$ cat src/rtl/sample_ctrl_deframer_if.sv
`default_nettype none
//------------------------------------------------------------------------------
// Module      : sample_ctrl_deframer_if
// Description : Sample/control bus into the deframer and framed sample bus out.
// Revision    : 1.0 - initial release
//------------------------------------------------------------------------------
interface sample_ctrl_deframer_if #(
  parameter int LEN_W = 11
);
  logic             dataIn;
  logic             ctrlIn_start;
  logic             ctrlIn_end;
  logic             ctrlIn_valid;
  logic             dataOut;
  logic             validOut;
  logic             frameStart;
  logic             frameEnd;
  logic [LEN_W-1:0] frameLen;
  logic             lenValid;
  logic             errOut;

  modport master (
    output dataIn, ctrlIn_start, ctrlIn_end, ctrlIn_valid,
    input  dataOut, validOut, frameStart, frameEnd, frameLen, lenValid, errOut
  );

  modport slave (
    input  dataIn, ctrlIn_start, ctrlIn_end, ctrlIn_valid,
    output dataOut, validOut, frameStart, frameEnd, frameLen, lenValid, errOut
  );
endinterface
`default_nettype wire

$ cat src/rtl/sample_ctrl_deframer.sv
`default_nettype none
//------------------------------------------------------------------------------
// Module      : sample_ctrl_deframer
// Description : Turns a start/end/valid sample stream into framed samples with
//               frame length reporting and protocol error strobes.
// Revision    : 1.0 - initial release
//------------------------------------------------------------------------------
module sample_ctrl_deframer #(
  parameter int MAX_LEN = 1024,
  parameter int LEN_W   = 11
) (
  input  wire logic               clk,
  input  wire logic               reset,
  input  wire logic               enb,
  sample_ctrl_deframer_if.slave   bus
);

  localparam logic [0:0]       c_IDLE     = 1'b0;
  localparam logic [0:0]       c_IN_FRAME = 1'b1;
  localparam logic [LEN_W-1:0] c_ONE      = LEN_W'(1);
  localparam logic [LEN_W-1:0] c_MAX      = LEN_W'(MAX_LEN);

  logic [0:0]       r_state;
  logic [LEN_W-1:0] r_cnt;
  logic             r_data_out;
  logic             r_valid_out;
  logic             r_frame_start;
  logic             r_frame_end;
  logic [LEN_W-1:0] r_frame_len;
  logic             r_len_valid;
  logic             r_err_out;

  logic [0:0]       w_state;
  logic [LEN_W-1:0] w_cnt;
  logic             w_data_out;
  logic             w_valid_out;
  logic             w_frame_start;
  logic             w_frame_end;
  logic [LEN_W-1:0] w_frame_len;
  logic             w_len_valid;
  logic             w_err_out;

  always_comb begin
    w_state       = r_state;
    w_cnt         = r_cnt;
    w_data_out    = 1'b0;
    w_valid_out   = 1'b0;
    w_frame_start = 1'b0;
    w_frame_end   = 1'b0;
    w_frame_len   = r_frame_len;
    w_len_valid   = 1'b0;
    w_err_out     = 1'b0;

    if (bus.ctrlIn_valid) begin
      if (bus.ctrlIn_start) begin
        // A start always opens a new frame; inside a frame it also aborts the old one.
        w_err_out     = (r_state == c_IN_FRAME);
        w_valid_out   = 1'b1;
        w_data_out    = bus.dataIn;
        w_frame_start = 1'b1;
        if (bus.ctrlIn_end) begin
          w_frame_end = 1'b1;
          w_frame_len = c_ONE;
          w_len_valid = 1'b1;
          w_state     = c_IDLE;
          w_cnt       = '0;
        end else begin
          w_state = c_IN_FRAME;
          w_cnt   = c_ONE;
        end
      end else begin
        case (r_state)
          c_IDLE: begin
            w_err_out = bus.ctrlIn_end;
          end
          default: begin
            if (r_cnt >= c_MAX) begin
              w_err_out = 1'b1;
              w_state   = c_IDLE;
              w_cnt     = '0;
            end else begin
              w_valid_out = 1'b1;
              w_data_out  = bus.dataIn;
              w_cnt       = r_cnt + c_ONE;
              if (bus.ctrlIn_end) begin
                w_frame_end = 1'b1;
                w_frame_len = r_cnt + c_ONE;
                w_len_valid = 1'b1;
                w_state     = c_IDLE;
                w_cnt       = '0;
              end
            end
          end
        endcase
      end
    end
  end

  always_ff @(posedge clk or posedge reset) begin
    if (reset) begin
      r_state       <= c_IDLE;
      r_cnt         <= '0;
      r_data_out    <= 1'b0;
      r_valid_out   <= 1'b0;
      r_frame_start <= 1'b0;
      r_frame_end   <= 1'b0;
      r_frame_len   <= '0;
      r_len_valid   <= 1'b0;
      r_err_out     <= 1'b0;
    end else if (enb) begin
      r_state       <= w_state;
      r_cnt         <= w_cnt;
      r_data_out    <= w_data_out;
      r_valid_out   <= w_valid_out;
      r_frame_start <= w_frame_start;
      r_frame_end   <= w_frame_end;
      r_frame_len   <= w_frame_len;
      r_len_valid   <= w_len_valid;
      r_err_out     <= w_err_out;
    end
  end

  assign bus.dataOut    = r_data_out;
  assign bus.validOut   = r_valid_out;
  assign bus.frameStart = r_frame_start;
  assign bus.frameEnd   = r_frame_end;
  assign bus.frameLen   = r_frame_len;
  assign bus.lenValid   = r_len_valid;
  assign bus.errOut     = r_err_out;

endmodule
`default_nettype wire

$ cat src/flat_wrapper.sv
// flat-port wrapper written by rule: the top's interface ports become plain ports
module sample_ctrl_deframer_flat 
#(
  parameter int MAX_LEN = 1024,
  parameter int LEN_W   = 11
)
  (clk, reset, enb, bus_dataIn, bus_ctrlIn_start, bus_ctrlIn_end, bus_ctrlIn_valid, bus_dataOut, bus_validOut, bus_frameStart, bus_frameEnd, bus_frameLen, bus_lenValid, bus_errOut);
  sample_ctrl_deframer_if #(.LEN_W(LEN_W)) bus_i ();
  input  wire logic clk;
  input  wire logic reset;
  input  wire logic enb;
  input wire logic [$bits(bus_i.dataIn)-1:0] bus_dataIn;
  input wire logic [$bits(bus_i.ctrlIn_start)-1:0] bus_ctrlIn_start;
  input wire logic [$bits(bus_i.ctrlIn_end)-1:0] bus_ctrlIn_end;
  input wire logic [$bits(bus_i.ctrlIn_valid)-1:0] bus_ctrlIn_valid;
  output wire logic [$bits(bus_i.dataOut)-1:0] bus_dataOut;
  output wire logic [$bits(bus_i.validOut)-1:0] bus_validOut;
  output wire logic [$bits(bus_i.frameStart)-1:0] bus_frameStart;
  output wire logic [$bits(bus_i.frameEnd)-1:0] bus_frameEnd;
  output wire logic [$bits(bus_i.frameLen)-1:0] bus_frameLen;
  output wire logic [$bits(bus_i.lenValid)-1:0] bus_lenValid;
  output wire logic [$bits(bus_i.errOut)-1:0] bus_errOut;
  assign bus_i.dataIn = bus_dataIn;
  assign bus_i.ctrlIn_start = bus_ctrlIn_start;
  assign bus_i.ctrlIn_end = bus_ctrlIn_end;
  assign bus_i.ctrlIn_valid = bus_ctrlIn_valid;
  assign bus_dataOut = bus_i.dataOut;
  assign bus_validOut = bus_i.validOut;
  assign bus_frameStart = bus_i.frameStart;
  assign bus_frameEnd = bus_i.frameEnd;
  assign bus_frameLen = bus_i.frameLen;
  assign bus_lenValid = bus_i.lenValid;
  assign bus_errOut = bus_i.errOut;
  sample_ctrl_deframer #(.MAX_LEN(MAX_LEN), .LEN_W(LEN_W)) u_core (.clk(clk), .reset(reset), .enb(enb), .bus(bus_i));
endmodule
$ cat config.mk
export PLATFORM = sky130hd
export DESIGN_NAME = sample_ctrl_deframer_flat
export DESIGN_NICKNAME = d
export VERILOG_FILES = /design/src/rtl/sample_ctrl_deframer_if.sv /design/src/rtl/sample_ctrl_deframer.sv /design/src/flat_wrapper.sv
export SDC_FILE = /design/constraint.sdc
export NUM_CORES = 1
export LEC_CHECK = 0
export BUFFER_PORTS_ARGS = -buffer_cell sky130_fd_sc_hd__buf_2
export CAP_MARGIN = 0
export CORE_ASPECT_RATIO = 1.2
export CORE_MARGIN = 2
export CORE_UTILIZATION = 49
export DETAILED_ROUTE_END_ITERATION = 6
export GPL_ROUTABILITY_DRIVEN = 0
export PLACE_DENSITY = 0.81
export SYNTH_ARGS = -nofsm -noshare
export SYNTH_HDL_FRONTEND = slang
export SYNTH_SLANG_ARGS = --single-unit
$ cat constraint.sdc
create_clock -name clk -period 1.7 [get_ports clk]
set_input_delay 0 -clock clk [delete_from_list [all_inputs] [get_ports clk]]
set_output_delay 0 -clock clk [all_outputs]
set_load 0.01 [all_outputs]
**Word level (Yosys, flattened, before mapping)**

Cells that the tools add are included.

- Bits in registers: 28

- Add/subtract/negate cells: 1
- Magnitude comparators: 1
- Eq/ne operators: 1
- Muxes and demuxes: 33
- Reduce and logical (&&, ||, !) cells: 4

Operators with widths:

| kind | number |
|---|---|
| $mux 11 | 9 |
| $mux 1 | 24 |
| $add 11x1->11 const B | 1 |
| $ge 11x11->1 const B | 1 |
| $reduce_and 5->1 | 1 |
| $reduce_and 3->1 | 1 |
| $ne 2x2->1 const B | 1 |
| $reduce_and 2->1 | 1 |
| $reduce_bool 2->1 | 1 |

**Logic depth before layout (Yosys ltp)**

- Depth after elaboration: 5
- Mapped depth: 6
- Depth with buffers taken out: 5

**Worst setup path before layout**

No wires, ideal clock.

- Path type: register -> register
- From: register u_core.r_cnt[10]
- To: register u_core.r_cnt[5]
- Arrival time: 1.533 ns
- Data required time: 1.626 ns
- Setup slack: 0.092 ns
- Stages on the path, launching flop included: 6
- Clock period less this slack: 1.608 ns
- Path through: dfrtp_1 or3_4 or2_0 buf_2 or3_1 o21ai_2

- Word-level cells in the longest chain between the ends: 4

Ends and longest elaborated chain:

| what | line | RTL |
|---|---|---|
| start, declared | sample_ctrl_deframer.sv:24 | `logic [LEN_W-1:0] r_cnt;` |
| start signal, assigned | sample_ctrl_deframer.sv:112 | `r_cnt <= w_cnt;` |
| $ge 11x11->1 | sample_ctrl_deframer.sv:77 | `if (r_cnt >= c_MAX) begin` |
| $mux 11 | sample_ctrl_deframer.sv:77 |  |
| $mux 11 | sample_ctrl_deframer.sv:72 | `case (r_state)` |
| $mux 11 | sample_ctrl_deframer.sv:55 | `if (bus.ctrlIn_start) begin` |

No other way between the ends. The select of a mux whose other input is x is not followed.
A chain may end at the register's enable or synchronous reset.

**Final worst setup path**

Ends and elaborated chain as after synthesis.

==> impl_metrics.json <==
{
  "boundaryPins": 24,
  "yosysTopAreaCell": "dfrtp_1",
  "power_mw": 1.38,
  "fin_nets": 180,
  "finalCritPeriodShare_pct": 96.7,
  "p_per_area_mw_per_mm2": 834,
  "crit_family": "simple AND/OR/NAND/NOR gates",
  "dp.cells": 195,
  "busiest_layer": "met2",
  "root_buffer": "clkbuf_4",
  "rrSetupSlack_ns": 0.06,
  "max_freq_mhz": 608,
  "start_util_pct": 50.6,
  "clkTransAtPathRegs_ns": 0.16,
  "r2r_start": "u_core.r_cnt[10]$_DFFE_PP0P_",
  "wl_per_cell_um": 14.5,
  "final.setup.worst_slack_ns": 0.0565,
  "grt_pass1_wl_mm": 4.86,
  "chipWidth_um": 52.7,
  "postSynthAreaPerCell_um2": 10.1,
  "final_cell_mix": "dfrtp_1, buf_2, inv_1, o21ai_0, nand2_1",
  "placedInstanceArea_mm2": 0.00155,
  "finalNonFillerCells": 204,
  "clockBufferDepth": 2,
  "critPathArrivalTime_ns": 1.92,
  "die_h_um": 62.5,
  "status": "complete, no violations",
  "antennaDiodeCount": 0,
  "synth_edf_count": 0,
  "min_path_type": "in -> reg",
  "startpoint_type": "flop",
  "fin_util_pct": 60.0,
  "cts_buffers": 3,
  "setup_violations": 0,
  "rsz0062_at_grt": "no",
  "dp_hpwl_mm": 2.13,
  "ir_drop_uv": 598,
  "drtAntennaViolNets": 0,
  "cpMaxStageDelayCell": "dfrtp_1",
  "slew_headroom_pct": 73.8,
  "period_minus_slack_ns": 1.64,
  "synth_top_area_share_pct": 50.2,
  "drt_first_iter_violations": 55,
  "startpoint": "u_core.r_cnt[10]$_DFFE_PP0P_",
  "track_usage_pct": 19.7,
  "ys.flop_type": "dfrtp_1",
  "grt_max_degree": 29,
  "coreArea_mm2": 0.00276,
  "gr-total-overflow": 0,
  "endpoint_kind": "flop",
  "whs_ns": 0.0374,
  "h-tree-depth": 1,
  "path_class": "reg -> reg",
  "total_leakage_power_nw": 0.812,
  "n_fill_cell": 238,
  "cts.sinks": 28,
  "ys_warn_count": 0,
  "hold_viol": 0,
  "vias": 1172,
  "skew_ns": 0.0131,
  "grt.met1_usage_pct": 24.5,
  "syn-num-nets": 147,
  "ys_types": 41,
  "rows": 21,
  "final_common_cell": "dfrtp_1",
  "r2r_cells": 4,
  "area_growth_syn_to_layout_pct": 18.5,
  "post-place-ws_ns": 0.0515,
  "dieArea_mm2": 0.00329,
  "synth_area_leaders": "dfrtp_1, o21ai_0, a22o_1",
  "tritoncts": "done",
  "slowest_delay_ns": 0.42,
  "worst_hold_path.endpoint": "u_core.bus.frameLen[10]$_DFFE_PP0P_",
  "antenna_found_initial": 0,
  "yosys_register_bits": 28,
  "use_met2_pct": 32.2,
  "async_flop_share_pct": 100,
  "worstPathRequired_ns": 1.98,
  "maxCapViolCount": 0,
  "post_cts_buffers": 0,
  "hold_depth": 2,
  "critPathMaxFanout": 7,
  "syn_inst": 138,
  "r2r-end": "u_core.r_cnt[5]$_DFFE_PP0P_",
  "seq_area_frac_synth_pct": 50.2,
  "path_buf_inv": 0,
  "worstHoldStart": "bus_ctrlIn_start",
  "drt_wl_total_mm": 2.97,
  "syn_area_mm2": 0.00140,
  "clock_latency_ns": 0.35,
  "portBuffers": 23,
  "grt_pass1_vias": 1084,
  "grtUsageMet3_pct": 2.15,
  "final_area_mm2": 0.00166,
  "drc_errors": 0,
  "first_pass_iters": 5,
  "vias_per_cell": 5.75,
  "drive_above_1_share_pct": 25.9,
  "path_cells": "or3_4, or2_1, or3_1, o21ai_2",
  "worstMarginPinSlew_ns": 0.392,
  "report.final.slew_viol_count": 0,
  "tns_ns": 0
}
## how the worst max path moves through the flow
stage               slack [ns]  depth (start not counted)                                  to
global placement          0.14                          4         u_core.r_cnt[8]$_DFFE_PP0P_
global route             0.009                          5  u_core.bus.frameLen[2]$_DFFE_PP0P_
floorplan                 0.09                          5         u_core.r_cnt[5]$_DFFE_PP0P_
detailed placement        0.05                          4         u_core.r_cnt[5]$_DFFE_PP0P_
CTS                       0.03                          4         u_core.r_cnt[5]$_DFFE_PP0P_
finish                    0.06                          4         u_core.r_cnt[5]$_DFFE_PP0P_
## Yosys cell counts (all sizes together), types with 2 or more instances
cell type and n:
dfrtp 28, o21ai 15, inv 12, nand2 12, a22o 6, nor2 6
xnor2 6, a21oi 5, buf 4, nand3 4, or3 4, and3 3
nand4 3, o31ai 3, clkbuf 2, ha 2, nand2b 2, nor3 2
o22ai 2, xor2 2
## layer usage
| metal | wire length [um] | vias up |
|---|---|---|
| met2 | 1500 | 38 |
| met4 | 83 | 0 |
| met5 | 0 | - |
| li1 | - | 554 |
| met3 | 124 | 7 |
| met1 | 1260 | 573 |
## flip-flops by register name, indices dropped and copies added (netlist names)
register and cells:
u_core.bus.lenValid 1, u_core.bus.dataOut 1, u_core.r_cnt 11, u_core.r_state 1
u_core.bus.frameStart 1, u_core.bus.frameLen 11, u_core.bus.validOut 1, u_core.bus.errOut 1
## worst reg2reg max path, stage by stage, from the launching register on
cell     delay [ns]
dfrtp_1        0.42
or3_4          0.40
or2_1          0.30
or3_1          0.40
o21ai_2        0.07
## logic make-up after synthesis
logic type,Yosys count,synth area share [%]
buffers and inverters,18,6.54
and+or+nand+nor,41,15.8
xor gates and xnor gates,8,5.02
DFF,28,50.2
AOI/OAI and AO/OA,40,19.9
adders and majority gates,2,1.79
muxes,1,0.806
## layout make-up
| type | count | area (um2) | share of cell area (%) |
|---|---|---|---|
| Clock buffer | 3 | 22.5 | 1.36 |
| Clock inverter | 1 | 30.0 | 1.81 |
| Inverter | 12 | 45.0 | 2.72 |
| Multi-Input combinational cell | 92 | 604 | 36.5 |
| Sequential cell | 28 | 701 | 42.3 |
| Tap cell | 34 | 42.5 | 2.57 |
| Timing Repair Buffer | 34 | 210 | 12.7 |
## power by group
group	internal (mW)	switching, mW
sequential	0.708	0.0315
clock	0.239	0.210
combinational	0.0799	0.113
## what timing repair did
item / in CTS / in global routing
hold buffers: 5 / 0
setup endpoints to repair: 0 / 2
hold endpoints to repair: 35 / 0
gates resized for setup: 0 / 1
Note: power is estimated with default switching activity, not from simulation.
